$ cat config.mk
export PLATFORM = sky130hd
export DESIGN_NAME = cnn_stage_sequencer
export DESIGN_NICKNAME = d
export VERILOG_FILES = /design/src/rtl/cnn_stage_sequencer.sv
export SDC_FILE = /design/constraint.sdc
export NUM_CORES = 1
export LEC_CHECK = 0
export CELL_PAD_IN_SITES_DETAIL_PLACEMENT = 0
export CELL_PAD_IN_SITES_GLOBAL_PLACEMENT = 1
export CORE_MARGIN = 2
export CORE_UTILIZATION = 38
export CTS_CLUSTER_SIZE = 28
export DETAILED_ROUTE_END_ITERATION = 12
export MAX_ROUTING_LAYER = met4
export PLACE_DENSITY_LB_ADDON = 0.3
export SKIP_CTS_REPAIR_TIMING = 1
export SYNTH_ARGS = -nofsm -noshare
export SYNTH_HDL_FRONTEND = slang
export SYNTH_SLANG_ARGS = --single-unit
$ cat constraint.sdc
create_clock -name clk -period 2.5 [get_ports clk]
set_clock_uncertainty 0.2 [all_clocks]
set_input_delay 0.5 -clock clk [delete_from_list [all_inputs] [get_ports clk]]
set_output_delay 0.5 -clock clk [all_outputs]
set_load 0.05 [all_outputs]
$ cat src/rtl/cnn_stage_sequencer.sv
// Control FSM for one CNN layer: runs conv then max-pool per image over a batch,
// hands each pooled map to the consumer, and traps a hung engine with a watchdog.
module cnn_stage_sequencer #(
  parameter int unsigned TIMEOUT_CYCLES = 1024,
  parameter int unsigned CNT_W          = 8
) (
  input  logic             clk,
  input  logic             reset,
  input  logic             start,
  input  logic [CNT_W-1:0] num_images,
  input  logic             abort,
  output logic             conv_start,
  input  logic             conv_done,
  output logic             pool_start,
  input  logic             pool_done,
  output logic             result_valid,
  input  logic             result_ready,
  output logic [CNT_W-1:0] img_idx,
  output logic             busy,
  output logic             batch_done,
  output logic             timeout_err
);

  localparam int unsigned     WD_W    = $clog2(TIMEOUT_CYCLES);
  localparam logic [WD_W-1:0] WD_LAST = WD_W'(TIMEOUT_CYCLES - 1);

  typedef enum logic [2:0] {
    S_IDLE,
    S_CONV_GO,
    S_CONV_WAIT,
    S_POOL_GO,
    S_POOL_WAIT,
    S_OUT,
    S_FIN,
    S_ERR
  } state_t;

  state_t           state_q, state_d;
  logic [CNT_W-1:0] idx_q, idx_d;
  logic [CNT_W-1:0] cnt_q, cnt_d;
  logic [WD_W-1:0]  wd_q, wd_d;

  logic conv_start_q, conv_start_d;
  logic pool_start_q, pool_start_d;
  logic result_valid_q, result_valid_d;
  logic busy_q, busy_d;
  logic batch_done_q, batch_done_d;
  logic timeout_err_q, timeout_err_d;

  // State, counters and registered Moore outputs
  always_ff @(posedge clk or negedge reset) begin
    if (!reset) begin
      state_q        <= S_IDLE;
      idx_q          <= '0;
      cnt_q          <= '0;
      wd_q           <= '0;
      conv_start_q   <= 1'b0;
      pool_start_q   <= 1'b0;
      result_valid_q <= 1'b0;
      busy_q         <= 1'b0;
      batch_done_q   <= 1'b0;
      timeout_err_q  <= 1'b0;
    end else begin
      state_q        <= state_d;
      idx_q          <= idx_d;
      cnt_q          <= cnt_d;
      wd_q           <= wd_d;
      conv_start_q   <= conv_start_d;
      pool_start_q   <= pool_start_d;
      result_valid_q <= result_valid_d;
      busy_q         <= busy_d;
      batch_done_q   <= batch_done_d;
      timeout_err_q  <= timeout_err_d;
    end
  end

  // Next-state: abort beats everything; a done on the last watchdog cycle beats the timeout
  always_comb begin
    state_d = state_q;
    idx_d   = idx_q;
    cnt_d   = cnt_q;
    wd_d    = wd_q;
    if (abort) begin
      state_d = S_IDLE;
      idx_d   = '0;
      wd_d    = '0;
    end else begin
      case (state_q)
        S_IDLE: begin
          if (start && (num_images != '0)) begin
            cnt_d   = num_images;
            idx_d   = '0;
            state_d = S_CONV_GO;
          end
        end
        S_CONV_GO: begin
          wd_d    = '0;
          state_d = S_CONV_WAIT;
        end
        S_CONV_WAIT: begin
          if (conv_done)            state_d = S_POOL_GO;
          else if (wd_q == WD_LAST) state_d = S_ERR;
          else                      wd_d    = wd_q + WD_W'(1);
        end
        S_POOL_GO: begin
          wd_d    = '0;
          state_d = S_POOL_WAIT;
        end
        S_POOL_WAIT: begin
          if (pool_done)            state_d = S_OUT;
          else if (wd_q == WD_LAST) state_d = S_ERR;
          else                      wd_d    = wd_q + WD_W'(1);
        end
        S_OUT: begin
          if (result_ready) begin
            if (idx_q == cnt_q - CNT_W'(1)) begin
              state_d = S_FIN;
            end else begin
              idx_d   = idx_q + CNT_W'(1);
              state_d = S_CONV_GO;
            end
          end
        end
        S_FIN:   state_d = S_IDLE;
        S_ERR:   state_d = S_ERR;
        default: state_d = S_IDLE;
      endcase
    end
  end

  // Output decode from the upcoming state so the flops present it with that state
  always_comb begin
    conv_start_d   = (state_d == S_CONV_GO);
    pool_start_d   = (state_d == S_POOL_GO);
    result_valid_d = (state_d == S_OUT);
    busy_d         = (state_d != S_IDLE);
    batch_done_d   = (state_d == S_FIN);
    timeout_err_d  = (state_d == S_ERR);
  end

  assign conv_start   = conv_start_q;
  assign pool_start   = pool_start_q;
  assign result_valid = result_valid_q;
  assign img_idx      = idx_q;
  assign busy         = busy_q;
  assign batch_done   = batch_done_q;
  assign timeout_err  = timeout_err_q;

endmodule

Word-level counts from Yosys, hierarchy flattened --
Cells that the tools add are included.
Operators by class: add/subtract/negate cells 3, equal/unequal tests 19, mux-type cells 18, bitwise gates (word level) 1, reduce and logical (&&, ||, !) cells 10
Operators by type and width (number):
- $mux W10 | 4
- $mux W8 | 4
- $pmux W10 S3 | 1
- $pmux W3 S8 | 1
- $eq A3 B3 Y1 const B | 7
- $mux W3 | 7
- $pmux W8 S2 | 1
- $ne A3 B3 Y1 const B | 5
- $add A10 B1 Y10 const B | 1
- $eq A10 B10 Y1 const B | 1
- $eq A3 B2 Y1 const B | 3
- $add A8 B1 Y8 const B | 1
- $eq A8 B8 Y1 | 1
- $reduce_bool A8 Y1 | 1
- $sub A8 B1 Y8 const B | 1
- $eq A3 B1 Y1 const B | 2
- $reduce_and A3 Y1 | 2
- $reduce_bool A3 Y1 | 2
- $reduce_and A4 Y1 | 1
- $reduce_bool A4 Y1 | 1
- $logic_not A3 Y1 | 1
- $reduce_or A2 Y1 | 1
- $logic_and A1 B1 Y1 | 1
- $not A1 Y1 | 1
Word-level totals: register bits 35, input bits 15, output and inout port bits 14, word-level logic and storage cells 61

Depth between registers and ports, before layout --
word-level depth 7, gate-level depth with buffers 9

Worst setup path before layout --
OpenSTA, ideal clock, no wires.
path type register to register, start point register idx_q[2], in the netlist img_idx[2], end point register busy_q, in the netlist busy, arrival 2.254 ns, path slack -0.083 ns, stages on the path, launching flop included 7, period minus slack after synthesis 2.583 ns, cells stage by stage dfrtp_1 -> xor3_1 -> nor3_1 -> nand3_4 -> o31a_2 -> o21ai_4 -> nand3_2
On the way: word-level cells in the longest chain between the ends 6
RTL lines:
- start: declaration | RTL line 39 | logic [CNT_W-1:0] idx_q, idx_d;
- start signal: assignment | RTL line 65 | idx_q <= idx_d;
- $eq A8 B8 Y1 | RTL line 116 | if (idx_q == cnt_q - CNT_W'(1)) begin
- $mux W3 | RTL line 116
- $mux W3 | RTL line 115 | if (result_ready) begin
- $pmux W3 S8 | RTL line 88 | case (state_q)
- $mux W3 | RTL line 83 | if (abort) begin
- $reduce_bool A3 Y1 | RTL line 136 | busy_d = (state_d != S_IDLE);
- via busy_d | RTL line 46 | logic busy_q, busy_d;
- end signal: assignment | RTL line 71 | busy_q <= busy_d;
- end: declaration | RTL line 46
The timed path passes the listed nets, and every way through them passes these cells. A chain may end at the register's enable or synchronous reset.

Worst setup path in the final report --
start point register cnt_q[1], end point register idx_q[6], in the netlist img_idx[6]
On the way: word-level cells in the longest chain between the ends 4
RTL lines:
- start: declaration | RTL line 40 | logic [CNT_W-1:0] cnt_q, cnt_d;
- start signal: assignment | RTL line 66 | cnt_q <= cnt_d;
- $sub A8 B1 Y8 | RTL line 116
- $eq A8 B8 Y1 | RTL line 116
- $ne A3 B3 Y1 (no source line)
- $reduce_and A4 Y1 (no source line)
Every way passes these cells.

==> results.tsv <==
metric	value	unit
grt_usage	17.99	%
finalCritPeriodShare	97.38	%
antenna_found_initial	0	
crit_fanout	7	
multi_input_area	1245	um^2
power_density	465.7	nW/um^2
dp_hpwl	3671	um
fp.dieW	78.31	um
fin_nets	287	
cp.arrival	2.44	ns
drv_slew	0	
die_y	78.31	um
finalSetupViolCount	0	
maxCapViolCount	0	
p_int	0.9493	mW
end_kind	flip-flop	
syn2layout_area_growth	35.30	%
wl_per_cell	14.57	um
syn_inst	211	
yosysWarnings	0	
grt_overflow	0	
yosysSeqAreaShare	41.74	%
initial_core_util	38.82	%
synth-async-reset-ratio	100.0	%
syn-cell-area	2098	um^2
net-switching-power	0.3727	mW
p_leak	1.253	nW
vias	1788	
cts_root_buf	clkbuf_8	
die_area	6132	um^2
via_per_inst	5.243	
synth_nets	229	
firstDrtPassIters	4	
grt_pass1_vias	1770	
hold_class	in2async	
synth-seq-cells	35	
layout_common_cells	33 x dfrtp_1, 29 x buf_4, 21 x clkdlybuf4s50_1	
routed_wl	4969	um
ir_drop	0.2052	mV
fmax	0.4108	GHz
power_frac_seq	46.1	%
hold_violations	0	
start_kind	flip-flop	
ant_nets	0	
gp_congestion	0.8845	
regArea	878.3	um^2
period_needed	2.434	ns
drtIter0Drc	89	
worstMarginPinSlew	0.5907	ns
drive_gt1_share	28.25	%
clkTransAtPathRegs	0.08	ns
status	finished, final reports clean	
clock_latency	0.29	ns
core	5405	um^2
drcViolationCount	0	
clockPowerShare	31.9	%
p_sw_share	28.19	%
cts_tree	done	
crit_start	cnt_q[1]	
avgSynthCellArea	9.944	um^2
final_common_cell	dfrtp_1	
clk_path_buf_depth	2	
r2r-start	cnt_q[1]	
ys_types	55	
diodes	0	
cts_made_buffers	5	
io_pins	29	
final_util	52.52	%
num_rows	27	
htreeDepth	2	
cp.required	2.50	ns
grt_max_degree	15	
fillerInstances	510	
grt_pass1_wl	8466	um
cts_num_sinks	35	
report.power.total	1.322	mW
p_comb_share	22.0	%
path_class	reg2reg	
yosys_most_used_dff	dfrtp_1	
grt_setup_unrepaired	yes	
synth_enable_flop_cells	0	
relSlewSlack	60.32	%
io_buffers	28	
## flip-flops by register name (all words and copies together), names as in the netlist
signal	flops
wd_q	10
cnt_q	8
img_idx	8
state_q	3
batch_done	1
busy	1
conv_start	1
pool_start	1
result_valid	1
timeout_err	1
## kinds of logic (layout without fill, tap and decap cells)
group / count (synthesis) / count (layout) / synth area share, %
AND/OR/NAND/NOR: 99 / 99 / 28.74
flip-flops: 35 / 35 / 41.74
AO/OA/AOI/OAI: 34 / 34 / 11.99
XOR/XNOR: 21 / 21 / 9.839
buffers and inverters: 12 / 70 / 2.206
multiplexers: 7 / 7 / 3.697
adder cells (fa/ha/maj): 3 / 3 / 1.789
## path summary, 6_finish.rpt
| kind | slack [ns] | depth (start not counted) | endpoint |
|---|---|---|---|
| worst min-delay path | 0.18 | 1 | img_idx[7] |
| worst max-delay path | 0.07 | 6 | img_idx[6] |
| worst max register to register | 0.07 | 6 | img_idx[6] |
| min in group clk | 0.27 | 3 | cnt_q[0] |
| max in group asynchronous | 1.31 | 3 | wd_q[3] |
| worst min register to register | 0.34 | 2 | wd_q[9] |
## power groups by stage
| stage | Clock, mW | Sequential [mW] | Combinational (mW) |
|---|---|---|---|
| after detailed placement | 0 | 0.620 | 0.260 |
| after global placement | 0 | 0.620 | 0.258 |
| after CTS | 0.432 | 0.609 | 0.261 |
| after global routing | 0.459 | 0.612 | 0.317 |
| after floorplan | 0 | 0.625 | 0.146 |
| final | 0.422 | 0.609 | 0.291 |
## critical path, cell delays in order, from the launching register on
cell,delay (ns)
dfrtp_1,0.43
or4_4,0.56
or3_4,0.36
nand3_4,0.15
o31ai_4,0.12
or3_1,0.37
a31oi_1,0.16
## routing by layer
layer | GRT usage, % | wire (um) | share of wire (%) | up-vias
li1 | - | - | - | 878
met1 | 22.57 | 2328 | 47 | 865
met2 | 30.09 | 2379 | 48 | 38
met3 | 3.563 | 203 | 4.1 | 7
met4 | 4.386 | 57 | 1.1 | 0
met5 | - | 0 | 0 | -
## metrics by stage
stage                     worst slack (ns)  cells  TNS (ns)  cell area (um^2)  hold slack (ns)
after floorplan                    0.05832    211         0              2100         0.004409
after global placement             -0.3721    330    -3.049              2634           0.3199
after detailed placement           -0.3872    330    -3.204              2634           0.3251
after CTS                         -0.08013    337   -0.3540              2721           0.1838
after global routing              -0.03190    341   -0.1263              2839           0.1860
final                              0.06553    341         0              2839           0.1836
## cell type report
cell class	instances	share of cell area (%)
clock inverters	1	0.1763
flip-flops and latches	35	30.94
inverters	6	0.7933
repair buffers	57	18.16
clock buffers	6	2.909
well taps	72	3.173
multi-input cells	164	43.85
## synthesized netlist by cell type (all sizes together) (4+ instances only)
cell | instances | area (um^2)
mux2 | 6 | 67.56
and3 | 4 | 25.02
o211ai | 4 | 40.03
nand4 | 6 | 37.54
nand3 | 9 | 62.56
a31oi | 4 | 25.02
o21ai | 11 | 70.07
nor2b | 5 | 31.28
nand2 | 12 | 45.04
xnor2 | 8 | 77.58
a21oi | 6 | 30.03
or3 | 7 | 53.80
xor2 | 12 | 105.1
nor3 | 11 | 60.06
nor2 | 21 | 81.33
inv | 6 | 22.52
dfrtp | 35 | 875.8
nand2b | 4 | 25.02
Power figures use the tool's default switching activity.
